$ cat src/rtl/t07_tft_cmd_queue.sv
// Command FIFO feeding an SPI TFT shifter. A small sequencer requests each
// transfer, pops the entry when the shifter finishes, and then waits for that
// command's delay gap before starting the next one.
module t07_tft_cmd_queue #(
    parameter int DEPTH = 4
) (
    input  logic                     clk,
    input  logic                     rst,
    input  logic                     wr_en,
    input  logic [31:0]              wr_data,
    output logic                     full,
    output logic                     empty,
    output logic [$clog2(DEPTH):0]   count,
    output logic                     ovf,
    output logic [31:0]              spi_in,
    output logic                     spi_wi,
    input  logic                     spi_ack,
    input  logic [7:0]               spi_miso,
    output logic [7:0]               rd_data,
    output logic                     rd_valid,
    output logic                     busy
);
    localparam int AW = (DEPTH > 1) ? $clog2(DEPTH) : 1;
    localparam int CW = $clog2(DEPTH) + 1;
    localparam logic [AW-1:0] PTR_ONE = 1;
    localparam logic [CW-1:0] CNT_ONE = 1;
    localparam logic [CW-1:0] CNT_FULL = CW'(DEPTH);

    typedef enum logic [1:0] {IDLE, REQ, XFER, GAP} state_t;

    state_t        state_q, state_d;
    logic [31:0]   mem [DEPTH];
    logic [AW-1:0] wr_ptr, rd_ptr;
    logic [16:0]   gap_cnt;
    logic          push_ok, pop, load;

    assign full    = (count == CNT_FULL);
    assign empty   = (count == '0);
    assign busy    = (state_q != IDLE);
    assign push_ok = wr_en && !full;

    always_comb begin
        state_d = state_q;
        spi_wi  = 1'b0;
        load    = 1'b0;
        pop     = 1'b0;
        case (state_q)
            IDLE: begin
                if (!empty) begin
                    load    = 1'b1;
                    state_d = REQ;
                end
            end
            REQ: begin
                spi_wi = 1'b1;
                if (spi_ack) state_d = XFER;
            end
            XFER: begin
                spi_wi = 1'b1;
                if (!spi_ack) begin
                    pop     = 1'b1;
                    state_d = GAP;
                end
            end
            GAP: begin
                if (gap_cnt == 17'd1) state_d = IDLE;
            end
            default: state_d = IDLE;
        endcase
    end

    always_ff @(posedge clk) begin
        if (rst) state_q <= IDLE;
        else     state_q <= state_d;
    end

    // Storage has no reset; occupancy and pointers alone define validity.
    always_ff @(posedge clk) begin
        if (!rst && push_ok) mem[wr_ptr] <= wr_data;
    end

    always_ff @(posedge clk) begin
        if (rst) begin
            wr_ptr <= '0;
            rd_ptr <= '0;
            count  <= '0;
            ovf    <= 1'b0;
        end else begin
            if (push_ok) wr_ptr <= wr_ptr + PTR_ONE;
            if (pop)     rd_ptr <= rd_ptr + PTR_ONE;
            case ({push_ok, pop})
                2'b10:   count <= count + CNT_ONE;
                2'b01:   count <= count - CNT_ONE;
                default: count <= count;
            endcase
            if (wr_en && full) ovf <= 1'b1;
        end
    end

    // The delay field stays on spi_in through GAP, so spi_in only reloads in IDLE.
    always_ff @(posedge clk) begin
        if (rst) begin
            spi_in   <= '0;
            gap_cnt  <= '0;
            rd_data  <= '0;
            rd_valid <= 1'b0;
        end else begin
            rd_valid <= 1'b0;
            if (load) spi_in <= mem[rd_ptr];
            if (pop) begin
                gap_cnt <= {1'b0, spi_in[31:16]} + 17'd2;
                if (spi_in[15:8] == 8'h40) begin
                    rd_data  <= spi_miso;
                    rd_valid <= 1'b1;
                end
            end else if (state_q == GAP) begin
                gap_cnt <= gap_cnt - 17'd1;
            end
        end
    end
endmodule

$ cat config.mk
export PLATFORM = sky130hd
export DESIGN_NAME = t07_tft_cmd_queue
export DESIGN_NICKNAME = d
export VERILOG_FILES = /design/src/rtl/t07_tft_cmd_queue.sv
export SDC_FILE = /design/constraint.sdc
export NUM_CORES = 1
export LEC_CHECK = 0
export BUFFER_PORTS_ARGS = -buffer_cell sky130_fd_sc_hd__buf_2
export CELL_PAD_IN_SITES_DETAIL_PLACEMENT = 2
export CELL_PAD_IN_SITES_GLOBAL_PLACEMENT = 2
export CORE_ASPECT_RATIO = 1.5
export CORE_UTILIZATION = 44
export DETAILED_ROUTE_END_ITERATION = 10
export PLACE_DENSITY = 0.95
export SYNTH_ARGS = -nofsm -noshare
export SYNTH_HDL_FRONTEND = slang
export SYNTH_SLANG_ARGS = --single-unit
$ cat constraint.sdc
create_clock -name clk -period 3.91 [get_ports clk]
set_clock_uncertainty 0.1 [all_clocks]
set_input_delay 0.391 -clock clk [delete_from_list [all_inputs] [get_ports clk]]
set_output_delay 0.391 -clock clk [all_outputs]
set_load 0.02 [all_outputs]
==> impl_summary.md, run 1 <==
Floorplanning
Once the floorplan was initialized, standard cells occupied 44.9% of the core. The floorplan step set the die height to 165 µm. Row generation in the floorplan step produced 59 rows. The core region is 0.0173 mm². The die boundary width is 110 µm.

For this design the top-level I/O count stands at 93. The die covers 0.0182 mm².

Synth
Of all flip-flops after synthesis, the portion carrying an async set or reset was 0%. The synthesized area per cell is 14.2 µm². The top-area cell type share of the netlist area is 49.5%.

Synthesis inferred 196 register bits. The fraction of the yosys area taken by sequential cells is 67.1%. The Yosys step of the flow raised 0 warnings. The largest area contributor in the netlist is sky130_fd_sc_hd__edfxtp_1. The net count after synthesis is 603. The number of enable flip-flop cells after synthesis is 128.

In this run the cell area of the synthesized design comes to 0.00776 mm². For this run, the leading register cell type out of synthesis is sky130_fd_sc_hd__edfxtp_1. Counting distinct cell types in the post-synthesis netlist gives 42. Synthesis produced 545 cells. In the post-synthesis netlist, the biggest area contributors are sky130_fd_sc_hd__edfxtp_1 (50%), sky130_fd_sc_hd__dfxtp_1 (18%), sky130_fd_sc_hd__mux4_2 (9.3%).

CTS
Counting along the longest clock path gives a buffer depth of 2. The total of hold buffers inserted after clock tree synthesis is 0. TritonCTS created 17 clock buffers. The clock reaches the later pin of the worst-skew pair after 450 ps.

The TritonCTS clock tree is built. The clock tree root driver cell is sky130_fd_sc_hd__clkbuf_16. The post-CTS setup repair buffer count is 0.

The CTS sink count is 196. The number of instances resized during post-cts repair is 0. The clock-pin slew on the worst setup and hold paths is 80 ps.

The H-tree generated during clock tree synthesis spans 4 levels.

Worst setup path
The cell type group with the largest total delay on the critical path is simple AND/OR/NAND/NOR gates. Of all nets on the critical path, the largest fanout is 20. The type of the worst setup path is flop to flop. Walking the worst path, the cells encountered are inv_1, ha_1, nand2b_1, clkinv_1, ha_1, inv_1, fa_1, xor2_1, or3_1, a21oi_1.

Data on the critical path arrives at its endpoint at 3530 ps. STA classifies the critical path endpoint as a flop. The required time of the critical path is 4160 ps.

The critical path contains buffers and inverters numbering 3 combined. The reg-to-reg critical path startpoint is state_q[0]. For this run, the slowest stage of the critical path takes 580 ps. The slowest stage of the critical path is the sky130_fd_sc_hd__nand2b_1 cell. The critical path starts at state_q[0]. The kind of start point of the critical path is a flop.

Place
The estimated wirelength of the detail-placed design is 14.2 mm. The routability congestion estimate is 0.832. The minimum setup slack after placement is 761 ps. During placement, the flow inserted port buffers numbering 92.

STA
Once routing completed, OpenROAD measured the worst setup slack at 631 ps. The final hold violation count is 0. Setup repair after global routing left no endpoint under its margin.

Based on the critical path, the design can be clocked at up to 0.305 GHz. The worst pin sits at a relative slew slack of 42.3%. For the finished layout, the period the worst path requires is 3280 ps.

For the pin with the worst max-slew slack, the measured transition is 858 ps. The count of final max-slew check failures is 0. The setup-violating endpoint count in the final report is 0. Of the available clock period, the critical path in the final layout requires 83.9%. Adding up every negative setup slack in the final design gives 0 ps.

Global routing
The overall fraction of global-route tracks in use is 27.3%. The fraction of met1 tracks used by global routing is 30.5%. The met3 usage in global routing is 4.29%. The layer with the highest usage is met2. Entering global routing, the biggest net connects 47 pins.

The number of global-route vias before repair is 5774. The met2 routing resource usage after global routing is 49.6%. The first-pass GRT wire length is 36.1 mm. The initial antenna violation count is 2. The total grt overflow is 0.

Layout
In the layout the commonest cells are sky130_fd_sc_hd__edfxtp_1 (128), sky130_fd_sc_hd__buf_2 (92), sky130_fd_sc_hd__nand2_1 (77). At the end of the flow, the number of nets in the layout was 702. The area growth from synthesis to layout is 17.4%.

Leaving out fill and tap cells, the most frequent cell in the layout is sky130_fd_sc_hd__edfxtp_1. In the final layout, the share of cells above drive strength 1 is 27.2%.

Detailed routing
The post-detailed-route via-to-cell ratio is 5.75. The count of nets left with antenna violations once routing finished came out at 0. Dividing the detail-routed wire length by the instance count gives 27.4 µm.

Summed over all layers, the routed wires come to 23.9 mm. After detailed routing, the number of remaining DRC violations is 0. The number of vias in the routed layout is 5015. After the first detailed-routing iteration, the DRC count stood at 234. The pre-antenna-repair detailed-routing pass consisted of 4 iterations.

Flow run
The count of max-cap constraint violations is 0.

Power and ir drop
In this run the static leakage power is 3.33 nW. The design draws 5.98 mW. The power density relative to cell area is 656 mW/mm². Across the VDD grid, the largest voltage drop is 403 µV.

Status
The run finished with clean final reports.

Hold path
The startpoint identified for the worst hold timing path is wr_data[5]. The min-delay analysis places its worst path in the category input pin to flop.
routing by layer:
| metal | part of all wire, % | wire, µm | up-vias |
|---|---|---|---|
| met4 | 4.2 | 1010 | 0 |
| met5 | 0 | 0 | - |
| met1 | 38 | 9060 | 2601 |
| li1 | - | - | 2192 |
| met2 | 55 | 13100 | 156 |
| met3 | 2.8 | 679 | 66 |
synthesized netlist by cell type, types with 9 or more instances:
| cell type | number |
|---|---|
| sky130_fd_sc_hd__a211oi_1 | 9 |
| sky130_fd_sc_hd__a21oi_1 | 38 |
| sky130_fd_sc_hd__clkbuf_1 | 18 |
| sky130_fd_sc_hd__dfxtp_1 | 68 |
| sky130_fd_sc_hd__edfxtp_1 | 128 |
| sky130_fd_sc_hd__ha_1 | 13 |
| sky130_fd_sc_hd__inv_1 | 10 |
| sky130_fd_sc_hd__mux2i_1 | 10 |
| sky130_fd_sc_hd__mux4_2 | 32 |
| sky130_fd_sc_hd__nand2_1 | 77 |
| sky130_fd_sc_hd__nand3_1 | 9 |
| sky130_fd_sc_hd__nor2_1 | 41 |
| sky130_fd_sc_hd__xnor2_1 | 15 |
| sky130_fd_sc_hd__xor2_1 | 18 |
path summary, 6_finish.rpt:
path / end / slack, ps / cells after the start
min: mem[0][5] / 50 / 1
max: count[2] / 630 / 10
min reg2reg: spi_in[3] / 380 / 2
max reg2reg: count[2] / 630 / 10
area by class of cell:
| cell class | count | area [µm²] |
|---|---|---|
| Clock buffer | 17 | 425 |
| Fill cell | 1597 | 8170 |
| Timing Repair Buffer | 104 | 551 |
| Sequential cell | 196 | 5210 |
| Antenna cell | 2 | 5.00 |
| Inverter | 11 | 41.3 |
| Clock inverter | 15 | 194 |
| Tap cell | 213 | 267 |
| Multi-Input combinational cell | 314 | 2420 |
per-stage QoR:
step                      area [µm²]  hold slack (ps)  util, %  cells
after floorplan                 7760              366        -    545
after global placement          8480              342     49.1    838
after detailed placement        8480              363     49.1    838
after CTS                       9100             37.5     52.7    870
after global routing            9110             48.5     52.7    872
final                           9110             53.9     52.7    872
flip-flops by register name, summed over array words and instances, names as in the netlist, 2 cells and up:
signal and count:
state_q 2, gap_cnt 17, wr_ptr 2, spi_in 32
count 3, rd_data 8, rd_ptr 2, mem 128
where the power goes:
part / internal (mW) / switching, mW
Sequential: 2.42 / 0.251
Clock: 0.935 / 0.902
Combinational: 0.507 / 0.966
cell families after synthesis:
kind of cell / count (synthesis) / synth area share, %
muxes: 43 / 10.7
AOI/OAI and AO/OA: 58 / 4.29
buffers and inverters: 35 / 1.77
and+or+nand+nor: 166 / 10.1
xor gates and xnor gates: 33 / 3.72
adders and majority gates: 14 / 2.35
DFF: 196 / 67.1
No activity file was read; power rests on OpenSTA's default activity.
==> run 2: changes to the inputs <==
--- a/config.mk
+++ b/config.mk
@@ -9,9 +9,9 @@
 export CELL_PAD_IN_SITES_DETAIL_PLACEMENT = 2
 export CELL_PAD_IN_SITES_GLOBAL_PLACEMENT = 2
 export CORE_ASPECT_RATIO = 1.5
-export CORE_UTILIZATION = 44
+export CORE_UTILIZATION = 41
 export DETAILED_ROUTE_END_ITERATION = 10
-export PLACE_DENSITY = 0.95
+export PLACE_DENSITY = 0.91
 export SYNTH_ARGS = -nofsm -noshare
 export SYNTH_HDL_FRONTEND = slang
 export SYNTH_SLANG_ARGS = --single-unit
==> constraint.sdc (replaced) <==
create_clock -name clk -period 3.3 [get_ports clk]
set_clock_uncertainty 0.1 [all_clocks]
set_input_delay 0.33 -clock clk [delete_from_list [all_inputs] [get_ports clk]]
set_output_delay 0.33 -clock clk [all_outputs]
set_load 0.02 [all_outputs]
==> run 2 against run 1 <==
- power rose by 14%
- routed wire length fell by 14%
- sequential cell count did not move
- clock power rose by 9.8%
- non-clock buffer count rose by 8
- die area rose by 7.2%
- sequential power rose by 17%
- combinational power rose by 16%
- final area rose by 0.92%
- clock-buffer cell count did not move
- first-iteration DRC count rose by 16%
- critical path depth rose by 1
- critical endpoint unchanged
- highest routed layer unchanged
==> impl_summary.md, run 2 (synthesis gave the netlist of run 1 again) <==
Global routing
The largest net degree at the start of global routing is 35 (-26%). The initial antenna violation count was 0 (-2). The overall fraction of global-route tracks in use is 22.6% (-4.7 points). The first-pass GRT wire length is 32.1 mm (-11%). The total grt overflow is 0 (unchanged).

The number of global-route vias before repair is 5485 (-5.0%).

Hold path
The tightest min-delay check is of the input pin to flop type. The depth of the worst hold-timing path came to 1 (unchanged). The worst hold path terminates at mem[0][3]. The beginning of the worst hold path is wr_data[3].

Layout
The register with the highest flop count is mem. The post-layout instance area is 0.00919 mm² (+0.92%). The count of inserted antenna diode cells is 0 (-2). The top cell types in the final layout, fill and taps aside, are sky130_fd_sc_hd__edfxtp_1 (128), sky130_fd_sc_hd__buf_2 (92), sky130_fd_sc_hd__nand2_1 (77). The number of inserted filler cells in the final layout is 1754 (+9.8%). Leaving out fill and tap cells, the most frequent cell in the layout is sky130_fd_sc_hd__edfxtp_1. The net count reported at finish is 710 (+1.1%). The share of cells above drive strength 1 is 26.6% (-0.63 points). In the final layout, the registers with the most flip-flops are mem x128, spi_in x32, gap_cnt x17. The number of flip-flops under the largest register name is 128 (unchanged). The synthesis-to-layout area growth is 18.5%.

Worst setup path
The worst setup path is launched from a flop. The worst setup path is of the flop to flop kind. In this run the critical register-to-register path is launched from state_q[0]. The maximum fanout count along the critical path is 20 (unchanged). The setup slack on the worst flop-to-flop path was 610 ps (-20 ps). The arrival time reported for the critical path endpoint was 2940 ps (-590 ps). The endpoint identified for the worst register-to-register timing path is count[2]. The cell count of the worst reg-to-reg path is 11 (+1). The required time of the critical path is 3560 ps (-600 ps). The critical path capture point type is a flop.

Floorplanning
The total die area is 0.0195 mm² (+7.2%). The number of rows created at floorplan is 61 (+3.4%). The die span in y was 170 µm (+3.6%).

The number of top-level pins was 93 (unchanged). The area of the core is 0.0185 mm² (+7.4%). The initial standard-cell utilization of the core is 41.8% (-3.1 points). The die boundary width was 114 µm (+3.5%).

Detailed routing
The number of vias in the routed layout is 4791 (-4.5%). The detail-routed net length per standard cell is 22.4 µm (-18%). The count of antenna-violating nets left after detailed routing is 0 (unchanged). The first-pass iteration count of the detailed router is 4 (unchanged). The post-detailed-route via-to-cell ratio was 5.22 (-9.2%). The DRC violation total after the first TritonRoute iteration is 271 (+16%).

The total length of routed wires was 20.6 mm (-14%). The post-route DRC violation count is 0 (unchanged).

STA
The final hold violation count was 0 (unchanged). Setup repair after global routing left no endpoint under its margin. The fraction of the cycle the final worst path needs is 81.4% (-2.5 points). The shortest period the worst path allows is 2690 ps (-593 ps). The achievable clock frequency is 0.372 GHz (+22%). The total negative slack is 0 ps (unchanged). The actual slew at the worst max-slew pin was 702 ps (-156 ps). The headroom to the max-slew limit was 53.2% (+11 points). The setup-violating endpoint count in the final report is 0 (unchanged). The count of final max-slew check failures was 0 (unchanged).

Power and ir drop
The largest vdd supply drop is 467 µV (+16%). The power density relative to cell area is 743 mW/mm² (+13%). The leakage dissipation is 3.34 nW (+0.36%).

CTS
Clock tree synthesis selected as its root buffer the cell sky130_fd_sc_hd__clkbuf_16. The post-CTS setup repair buffer count is 0 (unchanged). The TritonCTS buffer count is 17 (unchanged). The number of instances resized during post-cts repair is 0 (unchanged). The number of H-tree levels was 4 (unchanged). The CTS sink count came to 196 (unchanged). TritonCTS built the clock tree. The later-pin clock latency in the skew report came to 440 ps (about the same). The clock-pin slew on the worst setup and hold paths came to 70 ps (about the same). The clock tree buffer depth came to 2 (unchanged).

Place
The estimated wirelength of the detail-placed design is 13.8 mm (-2.8%). The count of buffers inserted at the top-level ports came to 92 (unchanged). The routability congestion estimate is 0.806 (-3.1%).

The area of placed instances came to 0.00853 mm² (+0.49%).

Status
The run finished with clean final reports.

Flow run
The count of max-cap constraint violations is 0 (unchanged).
==> run 2: report_power, final <==
group          total (mW)  internal, mW  switching, mW
registers            3.12          2.86          0.253
clock network        2.02          1.02           1.00
logic                1.70         0.591           1.10
total                6.83          4.47           2.36
==> run 2: worst max-delay path by stage <==
stage                    start  slack (ps)   endpoint
finish              state_q[0]         610   count[2]
global route        state_q[0]         370   count[2]
CTS                 state_q[0]         590   count[2]
detailed placement  state_q[0]         710   count[2]
global placement    state_q[0]         890   count[2]
floorplan             count[0]         770  mem[0][0]
==> run 2: timing repair <==
item / in CTS / in global routing
setup endpoints to repair: 0 / 0
hold endpoints to repair: 34 / 0
hold buffers: 9 / 0
==> run 2: worst max-delay path, cell delays in order (launching register included) <==
cell,delay [ps]
sky130_fd_sc_hd__dfxtp_1,340
sky130_fd_sc_hd__inv_1,130
sky130_fd_sc_hd__ha_1,210
sky130_fd_sc_hd__nand2b_1,80
sky130_fd_sc_hd__buf_4,200
sky130_fd_sc_hd__clkinv_1,180
sky130_fd_sc_hd__ha_1,230
sky130_fd_sc_hd__inv_1,70
sky130_fd_sc_hd__fa_1,380
sky130_fd_sc_hd__xor2_1,170
sky130_fd_sc_hd__or3_1,350
sky130_fd_sc_hd__a21oi_1,190
==> run 2: through the flow <==
step                hold WS [ps]  util (%)  setup slack [ps]  cells  total power, mW
CTS                         5.80      49.6               585    917             6.90
global route                5.90      49.6               368    917             7.12
finish                      11.5      49.6               613    917             6.83
floorplan                    329         -               768    545             4.18
global placement             340      46.0               889    876             4.66
detailed placement           370      46.0               708    876             4.82
==> run 2: layer usage <==
layer | up-vias | routed length (µm) | global-route usage, %
li1 | 2207 | - | -
met1 | 2468 | 8130 | 26.0
met2 | 85 | 11400 | 41.2
met3 | 31 | 480 | 3.65
met4 | 0 | 548 | 9.26
met5 | - | 0 | 0
==> run 2: final cells by class <==
cell class / count / area (µm²) / area share [%]
inverter: 11 / 41.3 / 0.449
tap: 252 / 315 / 3.43
clock inverter: 15 / 151 / 1.65
timing repair buffer: 112 / 633 / 6.89
multi-input combinational: 314 / 2420 / 26.3
sequential: 196 / 5210 / 56.6
clock buffer: 17 / 425 / 4.63
